<file path="src/rtl/traffic_light_ctrl.sv">
// traffic_light_ctrl: two-way intersection controller (NS / EW).
// Sequences light phases on the 1 Hz tick, counts down the remaining seconds
// of each phase and drives BCD digits for a 7-segment countdown display.
// A pedestrian request shortens the current (or next) green phase.
// Optional night flashing mode: define TRAFFIC_NIGHT_FLASH_EN to add the
// night input and the FLASH state.
module traffic_light_ctrl #(
    parameter int GREEN_NS_S  = 30,
    parameter int GREEN_EW_S  = 20,
    parameter int YELLOW_S    = 3,
    parameter int ALLRED_S    = 2,
    parameter int MIN_GREEN_S = 5
) (
    input  logic       clk,
    input  logic       rst,
    input  logic       tick,
    input  logic       ped_req,
`ifdef TRAFFIC_NIGHT_FLASH_EN
    input  logic       night,
`endif
    output logic [2:0] ns_light,
    output logic [2:0] ew_light,
    output logic [5:0] remain,
    output logic [3:0] remain_tens,
    output logic [3:0] remain_ones
);

    typedef enum logic [2:0] {
        S_NS_G  = 3'd0,
        S_NS_Y  = 3'd1,
        S_RED1  = 3'd2,
        S_EW_G  = 3'd3,
        S_EW_Y  = 3'd4,
        S_RED2  = 3'd5
`ifdef TRAFFIC_NIGHT_FLASH_EN
        ,
        S_FLASH = 3'd6
`endif
    } state_t;

    // Binary (0..63) to two BCD digits by repeated subtraction of ten.
    function automatic logic [7:0] bin_to_bcd(input logic [5:0] v);
        logic [3:0] tens;
        logic [5:0] rest;
        tens = 4'd0;
        rest = v;
        for (int k = 0; k < 6; k++) begin
            if (rest >= 6'd10) begin
                rest = rest - 6'd10;
                tens = tens + 4'd1;
            end else begin
                rest = rest;
            end
        end
        return {tens, 4'(rest)};
    endfunction

    // Light pattern {ns, ew} for a timed state; anything unknown shows all red.
    function automatic logic [5:0] decode_lights(input state_t s);
        logic [5:0] lights;
        case (s)
            S_NS_G:  lights = 6'b001_100;
            S_NS_Y:  lights = 6'b010_100;
            S_RED1:  lights = 6'b100_100;
            S_EW_G:  lights = 6'b100_001;
            S_EW_Y:  lights = 6'b100_010;
            S_RED2:  lights = 6'b100_100;
            default: lights = 6'b100_100;
        endcase
        return lights;
    endfunction

    localparam logic [5:0] L_GNS      = 6'(GREEN_NS_S);
    localparam logic [5:0] L_GNS_M1   = 6'(GREEN_NS_S - 1);
    localparam logic [5:0] L_GEW_M1   = 6'(GREEN_EW_S - 1);
    localparam logic [5:0] L_YEL_M1   = 6'(YELLOW_S - 1);
    localparam logic [5:0] L_ALLRED_M1 = 6'(ALLRED_S - 1);
    localparam logic [5:0] L_MIN_M1   = 6'(MIN_GREEN_S - 1);
    localparam logic [7:0] L_RST_BCD  = bin_to_bcd(L_GNS);

    state_t     r_state;
    logic [5:0] r_cnt;
    logic       r_ped_pend;

    state_t     w_seq_state;
    logic [5:0] w_seq_cnt;
    state_t     w_next_state;
    logic [5:0] w_next_cnt;
    logic       w_ped_clear;
    logic       w_next_ped;
    logic [5:0] w_lights;
    logic [5:0] w_next_remain;
    logic [7:0] w_bcd;

`ifdef TRAFFIC_NIGHT_FLASH_EN
    logic       r_flash_on;
    logic       w_next_flash_on;
`endif

    // Normal phase sequencing as it would happen on a tick: advance at zero,
    // clamp to the minimum green for a pending pedestrian, else count down.
    always_comb begin
        w_seq_state = r_state;
        w_seq_cnt   = r_cnt;
        if (r_cnt == 6'd0) begin
            case (r_state)
                S_NS_G:  begin w_seq_state = S_NS_Y; w_seq_cnt = L_YEL_M1;    end
                S_NS_Y:  begin w_seq_state = S_RED1; w_seq_cnt = L_ALLRED_M1; end
                S_RED1:  begin w_seq_state = S_EW_G; w_seq_cnt = L_GEW_M1;    end
                S_EW_G:  begin w_seq_state = S_EW_Y; w_seq_cnt = L_YEL_M1;    end
                S_EW_Y:  begin w_seq_state = S_RED2; w_seq_cnt = L_ALLRED_M1; end
                S_RED2:  begin w_seq_state = S_NS_G; w_seq_cnt = L_GNS_M1;    end
                default: begin w_seq_state = S_NS_G; w_seq_cnt = L_GNS_M1;    end
            endcase
        end else if (((r_state == S_NS_G) || (r_state == S_EW_G)) &&
                     r_ped_pend && (r_cnt > L_MIN_M1)) begin
            w_seq_cnt = L_MIN_M1;
        end else begin
            w_seq_cnt = r_cnt - 6'd1;
        end
    end

    // Select the next state/count: nothing moves without a tick; night mode
    // (when built in) overrides the normal sequence.
    always_comb begin
        w_next_state = r_state;
        w_next_cnt   = r_cnt;
`ifdef TRAFFIC_NIGHT_FLASH_EN
        w_next_flash_on = r_flash_on;
`endif
        if (tick) begin
`ifdef TRAFFIC_NIGHT_FLASH_EN
            if (night) begin
                w_next_state    = S_FLASH;
                w_next_flash_on = (r_state == S_FLASH) ? ~r_flash_on : 1'b1;
            end else if (r_state == S_FLASH) begin
                w_next_state    = S_RED2;
                w_next_cnt      = L_ALLRED_M1;
                w_next_flash_on = 1'b0;
            end else begin
                w_next_state = w_seq_state;
                w_next_cnt   = w_seq_cnt;
            end
`else
            w_next_state = w_seq_state;
            w_next_cnt   = w_seq_cnt;
`endif
        end else begin
            w_next_state = r_state;
            w_next_cnt   = r_cnt;
        end
    end

    // Pedestrian request is sticky until a yellow is entered; a request in
    // the clearing cycle keeps it pending.
    always_comb begin
        w_ped_clear = tick && (w_next_state != r_state) &&
                      ((w_next_state == S_NS_Y) || (w_next_state == S_EW_Y));
        w_next_ped  = ped_req | (r_ped_pend & ~w_ped_clear);
    end

    // Output values derived from the next state so they register alongside it.
    always_comb begin
`ifdef TRAFFIC_NIGHT_FLASH_EN
        if (w_next_state == S_FLASH) begin
            w_lights      = w_next_flash_on ? 6'b010_010 : 6'b000_000;
            w_next_remain = 6'd0;
        end else begin
            w_lights      = decode_lights(w_next_state);
            w_next_remain = w_next_cnt + 6'd1;
        end
`else
        w_lights      = decode_lights(w_next_state);
        w_next_remain = w_next_cnt + 6'd1;
`endif
        w_bcd = bin_to_bcd(w_next_remain);
    end

    // State, counter, pedestrian flag and all registered outputs.
    always_ff @(posedge clk or posedge rst) begin
        if (rst) begin
            r_state     <= S_NS_G;
            r_cnt       <= L_GNS_M1;
            r_ped_pend  <= 1'b0;
            ns_light    <= 3'b001;
            ew_light    <= 3'b100;
            remain      <= L_GNS;
            remain_tens <= L_RST_BCD[7:4];
            remain_ones <= L_RST_BCD[3:0];
`ifdef TRAFFIC_NIGHT_FLASH_EN
            r_flash_on  <= 1'b0;
`endif
        end else begin
            r_state     <= w_next_state;
            r_cnt       <= w_next_cnt;
            r_ped_pend  <= w_next_ped;
            ns_light    <= w_lights[5:3];
            ew_light    <= w_lights[2:0];
            remain      <= w_next_remain;
            remain_tens <= w_bcd[7:4];
            remain_ones <= w_bcd[3:0];
`ifdef TRAFFIC_NIGHT_FLASH_EN
            r_flash_on  <= w_next_flash_on;
`endif
        end
    end

endmodule

</file>
<file path="config.mk">
export PLATFORM = sky130hd
export DESIGN_NAME = traffic_light_ctrl
export DESIGN_NICKNAME = d
export VERILOG_FILES = /design/src/rtl/traffic_light_ctrl.sv
export SDC_FILE = /design/constraint.sdc
export NUM_CORES = 1
export LEC_CHECK = 0
export CORE_AREA = 5 5 87 89
export DETAILED_ROUTE_END_ITERATION = 8
export DIE_AREA = 0 0 92 94
export PLACE_DENSITY = 0.67
export SETUP_SLACK_MARGIN = 0.3
export SYNTH_ARGS = -nofsm -noshare
export SYNTH_HDL_FRONTEND = slang
export SYNTH_SLANG_ARGS = --single-unit
</file>
<file path="constraint.sdc">
create_clock -name clk -period 7.8 [get_ports clk]
set_clock_uncertainty 0.2 [all_clocks]
set_input_delay 0.78 -clock clk [delete_from_list [all_inputs] [get_ports clk]]
set_output_delay 0.78 -clock clk [all_outputs]
set_load 0.005 [all_outputs]
</file>
; Word level (Yosys, flattened, before mapping)
; Cells that the tools add are included.
[totals]
register_bits = 30
word_cells = 70
[classes]
n_addsub = 13
magnitude_cmp = 7
eq_ne = 8
mux = 20
bitwise_logic = 3
reduce_logical = 11
[op_table]
columns = op, count
row1 = $mux W6, 8
row2 = $ge A6 B4 Y1 const B, 6
row3 = $sub A6 B4 Y6 const B, 5
row4 = $mux W4, 6
row5 = $pmux W6 S4, 1
row6 = $add A4 B1 Y4 const B, 5
row7 = $pmux W3 S5, 1
row8 = $pmux W5 S3, 1
row9 = $eq A3 B2 Y1 const B, 3
row10 = $add A6 B1 Y6 const B, 1
row11 = $eq A3 B1 Y1 const B, 2
row12 = $eq A3 B3 Y1 const B, 2
row13 = $gt A6 B3 Y1 const B, 1
row14 = $logic_not A3 Y1, 2
row15 = $logic_not A6 Y1, 1
row16 = $mux W3, 2
row17 = $sub A6 B1 Y6 const B, 1
row18 = $logic_and A1 B1 Y1, 4
row19 = $reduce_or A2 Y1, 2
row20 = $sub A4 B4 Y4 const B, 1
row21 = $ne A3 B3 Y1, 1
row22 = $logic_or A1 B1 Y1, 2
row23 = $and A1 B1 Y1, 1
row24 = $mux W1, 1
row25 = other kinds (2), 2

; Longest topological paths before layout
[logic_depth]
ltp_word = 20
ltp_mapped = 43

; Least setup slack after synthesis
; Ideal clock, no wire load.
[synth_timing]
path_type = flip-flop to flip-flop
from = register r_cnt[0]
to = register remain_tens[2]
setup_ns = 0.132
arrival_time_ns = 8.347
setup_slack_ns = -0.880
stages_incl_launch_ff = 43
synth_period_minus_slack_ns = 8.680
path_cell_list = dfstp_2 inv_1 ha_1 nand2b_1 a21boi_2 o211ai_1 o211a_2 buf_2 ha_1 ha_1 a21oi_1 nand4_1 a31oi_4 mux2i_1 inv_1 ha_1 and2_1 a311o_1 [... 7 more ...] a211oi_4 a31oi_1 a31oi_1 inv_1 ha_1 nand2_1 or4b_1 a31o_1 buf_6 xnor2_1 inv_1 ha_1 mux2_2 ha_1 inv_1 a2111o_1 o211ai_2 xnor2_1
[synth_between]
elab_chain_len = 18
[synth_lines]
columns = element, line
row1 = "start, declared", 82  ; logic [5:0] r_cnt;
row2 = "start signal, assigned", 195  ; r_cnt <= w_next_cnt;
row3 = $gt A6 B3 Y1, 116  ; r_ped_pend && (r_cnt > L_MIN_M1)) begin
row4 = $logic_and A1 B1 Y1, 116
row5 = $mux W6, 115  ; end else if (((r_state == S_NS_G) || (r_state == S_EW_G)) &&
row6 = $mux W6, 105  ; if (r_cnt == 6'd0) begin
row7 = $mux W6 *, 131  ; if (tick) begin
row8 = named net w_next_cnt[0], 88  ; logic [5:0] w_next_cnt;
row9 = $add A6 B1 Y6 *, 174  ; w_next_remain = w_next_cnt + 6'd1;
row10 = named net w_next_remain[1], 92  ; logic [5:0] w_next_remain;
row11 = [... 5 more ...], -
row12 = $mux W6 / $mux W4 (equally long branches), 48  ; if (rest >= 6'd10) begin
row13 = $sub A6 B4 Y6 (tied with other cells), 49  ; rest = rest - 6'd10;
row14 = $mux W6 / $mux W4 (equally long branches), 48
row15 = $sub A6 B4 Y6 (tied with other cells), 49
row16 = $mux W6 / $mux W4 (equally long branches), 48
row17 = $ge A6 B4 Y1 / $add A4 B1 Y4 (equally long branches), "48, 50"
row18 = $mux W4 *, 48
row19 = named net w_bcd[6], 93  ; logic [7:0] w_bcd;
row20 = "end signal, assigned", 188  ; remain_tens <= L_RST_BCD[7:4];
row21 = "end signal, assigned", 200  ; remain_tens <= w_bcd[7:4];
row22 = "end, declared", 24  ; output logic [3:0] remain_tens,
; Mark *: on every way through the listed nets, which the timed path passes. The rest lies on a longest branch.

; Final worst setup path
[layout_timing]
from = register r_cnt[0]
to = register remain_tens[2]
[layout_between]
elab_chain_len = 18
[layout_lines]
columns = element, line
row1 = $gt A6 B3 Y1, 116
row2 = $logic_and A1 B1 Y1, 116
row3 = $mux W6, 115
row4 = $mux W6 *, 105
row5 = $mux W6 *, 131
row6 = named net w_next_cnt[1], 88
row7 = $add A6 B1 Y6 *, 174
row8 = $sub A6 B4 Y6 / $ge A6 B4 Y1 (equally long branches), "49, 48"
row9 = [... 4 more ...], -
row10 = $mux W6 / $mux W4 (equally long branches), 48
row11 = $sub A6 B4 Y6 (tied with other cells), 49
row12 = $mux W6 / $mux W4 (equally long branches), 48
row13 = $sub A6 B4 Y6 (tied with other cells), 49
row14 = $mux W6 / $mux W4 (equally long branches), 48
row15 = $ge A6 B4 Y1 / $add A4 B1 Y4 (equally long branches), "48, 50"
row16 = $mux W4 *, 48
row17 = named net w_bcd[6], 93
; Marked as above.

==> flow_metrics.env <==
export IMPL_cts_tree="built"
export IMPL_syn_avg_cell_area_um2=9.08
export IMPL_drt_vias_per_instance=5.80
export IMPL_vias=3139
export IMPL_min_from="r_ped_pend"
export IMPL_synthesis_nets=348
export IMPL_cp_end_kind="register"
export IMPL_grt_ovfl_total=0
export IMPL_fin_nets=478
export IMPL_routed_wl_met3_um=378
export IMPL_min_path_cells=2
export IMPL_antenna_cells=0
export IMPL_first_iter_violations=121
export IMPL_setup_viol=1
export IMPL_worst_slew_pin_transition_ns=1.09
export IMPL_num_rows=30
export IMPL_rsz0062_at_grt="true"
export IMPL_synth_largest_area_cell="dfrtp_1"
export IMPL_grt_pass1_vias=3009
export IMPL_place_gp_congestion=0.933
export IMPL_htree_levels=2
export IMPL_path_clk_slew_ns=0.07
export IMPL_violations="negative setup slack"
export IMPL_avgRoutedWirePerCell_um=16.9
export IMPL_period_needed_ns=7.88
export IMPL_slew_viol_final=0
export IMPL_status="finished with violations"
export IMPL_crit_fanout=4
export IMPL_postLayoutSetupSlackWorst_ns=-0.0825
export IMPL_synthesis_area_mm2=0.00300
export IMPL_critPathMaxStageDelay_ns=0.54
export IMPL_fin_cells=541
export IMPL_pin_count=24
export IMPL_hold_violations=0
export IMPL_startpoint_type="register"
export IMPL_die_w_um=92
export IMPL_synth_top_flop_cell="dfrtp_1"
export IMPL_dr_max_layer_used="met4"
export IMPL_wl_met2_um=4640
export IMPL_grt_max_degree=30
export IMPL_min_to="r_ped_pend"
export IMPL_synth_edf_count=0
export IMPL_design_area_mm2=0.00460
export IMPL_timing_rr_start="r_cnt[0]"
export IMPL_yosysTopAreaCellShare_pct=14.2
export IMPL_postCtsHoldBufs=0
export IMPL_detailed_place_hpwl_um=6740
export IMPL_hold_class="register to register"
export IMPL_syn_to_final_growth_pct=53.5
export IMPL_antenna_found_initial=0
export IMPL_arrival_ns=7.88
export IMPL_r2r_cells=40
export IMPL_fmax_mhz=127
export IMPL_firstDrtPassIters=4
export IMPL_multi_input_area_mm2=0.00241
export IMPL_ys_types=87
export IMPL_fp_dieH_um=94
export IMPL_maxCapViolCount=0
export IMPL_num_fill_cells=516
export IMPL_dp_cells=502
export IMPL_cts_sinks=29
export IMPL_drive_gt1_share_pct=49.9
export IMPL_r2r_end="remain_tens[2]"
export IMPL_grt_use_total_pct=20.5
export IMPL_drc=0
export IMPL_period_share_pct=101
export IMPL_wl_um=9130
export IMPL_path_class="register to register"
export IMPL_synthTopCellsByArea="dfrtp_1 (14%), dfstp_2 (11%), ha_1 (5.8%), nand2_1 (2.9%), a21oi_1 (2.7%)"
export IMPL_drt_met1_wl_um=3920
export IMPL_ys_seq_elements=29
export IMPL_worst_r2r_setup_slack_ns=-0.08
export IMPL_die_area_mm2=0.00865
export IMPL_grt_first_pass_wirelength_um=14300
export IMPL_clk_path_buf_depth=2
export IMPL_crit_path_top_delay_cell="dfstp_2"
export IMPL_regArea_um2=741
export IMPL_clkLatencyLatePin_ns=0.28
export IMPL_start_util_pct=44.9
export IMPL_drtAntennaViolNets=0
export IMPL_core_mm2=0.00668
export IMPL_required_ns=7.80
export IMPL_syn_inst=330
export IMPL_crit_top_cell="ha_4"
export IMPL_dpl_cell_area_mm2=0.00405
export IMPL_yosysSeqAreaShare_pct=24.7
export IMPL_fin_tns_setup_ns=-0.0825
export IMPL_cts_buffers=5
export IMPL_cts_root_buf="clkbuf_8"
export IMPL_yosysWarnings=0
export IMPL_io_buffer_count=23
export IMPL_post_place_ws_ns=-0.595
export IMPL_async_flop_share_pct=100
export IMPL_maxSlewHeadroom_pct=27.4
[per-stage QoR]
step	hold slack (ns)	util (%)
4_1_cts	0.359	66.3
2_1_floorplan	0.294	-
3_5_place_dp	0.339	60.7
6_report	0.343	68.9
3_3_place_gp	0.341	60.7
5_1_grt	0.425	68.9
[timing repair]
action / 4_1_cts / 5_1_grt
resized for setup: 16 / 19
pin swaps: 14 / 24
endpoints found under the hold margin: 0 / 0
setup endpoints to repair: 7 / 7
setup buffers: 21 / 10
[synthesized netlist by cell type, types with 5 or more instances]
cell type and count:
buf_2 6, a31oi_1 8, dfstp_2 12, and2_1 9
nand3_1 10, nor2_1 13, nor3_1 9, mux2i_1 8
dfrtp_1 17, xnor2_1 9, o21ai_0 8, o211ai_1 6
ha_1 14, nand2_1 23, nor4_1 7, inv_1 20
nand2b_1 5, a21oi_1 16, xor2_1 6
[cell usage in the layout, fill, tap and decap left out, drive strengths merged, types with 7 or more instances in the layout]
cell,n
buf,115
nand2,23
clkdlybuf4s50,22
inv,22
a21oi,18
dfrtp,17
nor2,17
nor3,15
ha,14
dfstp,12
o21ai,12
xnor2,12
nand3,11
mux2i,10
a31oi,10
and2,9
nor4,8
o211ai,7
xor2,7
[critical path: cells and delay by family (launching register included)]
family / cells / cell delay, ns
compound gates: 14 / 2.68
xor+xnor: 2 / 0.26
fa+ha+maj: 8 / 1.43
buf+inv: 5 / 0.31
flops: 1 / 0.54
mux: 4 / 0.96
simple gates: 7 / 1.41
[per-layer routing]
| layer | track usage [%] | up-vias |
|---|---|---|
| met3 | 2.80 | 19 |
| li1 | - | 1498 |
| met1 | 25.0 | 1528 |
| met5 | 0 | - |
| met4 | 7.05 | 0 |
| met2 | 37.1 | 94 |
[worst max path at each step]
stage	start	to	cells past startpoint
after floorplan	r_cnt[0]	remain_tens[2]	42
after detailed placement	tick	remain_tens[2]	38
final	r_cnt[0]	remain_tens[2]	40
after global routing	r_cnt[1]	remain_tens[2]	40
after global placement	tick	remain_tens[2]	38
after CTS	r_cnt[0]	remain_tens[2]	40
[kinds of logic after synthesis]
kind of cell    Yosys count  synth area share [%]
xor+xnor                 19                  6.56
buf+inv                  39                  6.81
flops                    29                  24.7
simple gates            117                  23.9
mux                      14                  5.51
compound gates           98                  26.7
fa+ha+maj                14                  5.85
[state kept, by name, indices dropped and copies added, names as in the netlist]
register,flops
ns_light,3
r_cnt,6
r_state,3
remain_tens,4
remain_ones,4
remain,5
r_ped_pend,1
ew_light,3
[layout make-up]
cell class / instances / share of cell area (%)
multi-input combinational: 262 / 52.3
sequential: 29 / 16.1
inverter: 24 / 2.18
clock inverter: 3 / 1.41
tap: 80 / 2.18
timing repair buffer: 138 / 24.3
clock buffer: 5 / 1.50
Power is left out: the tool's default activity adds up to more than one toggle a clock period on the data nets, which glitch-free logic cannot reach.
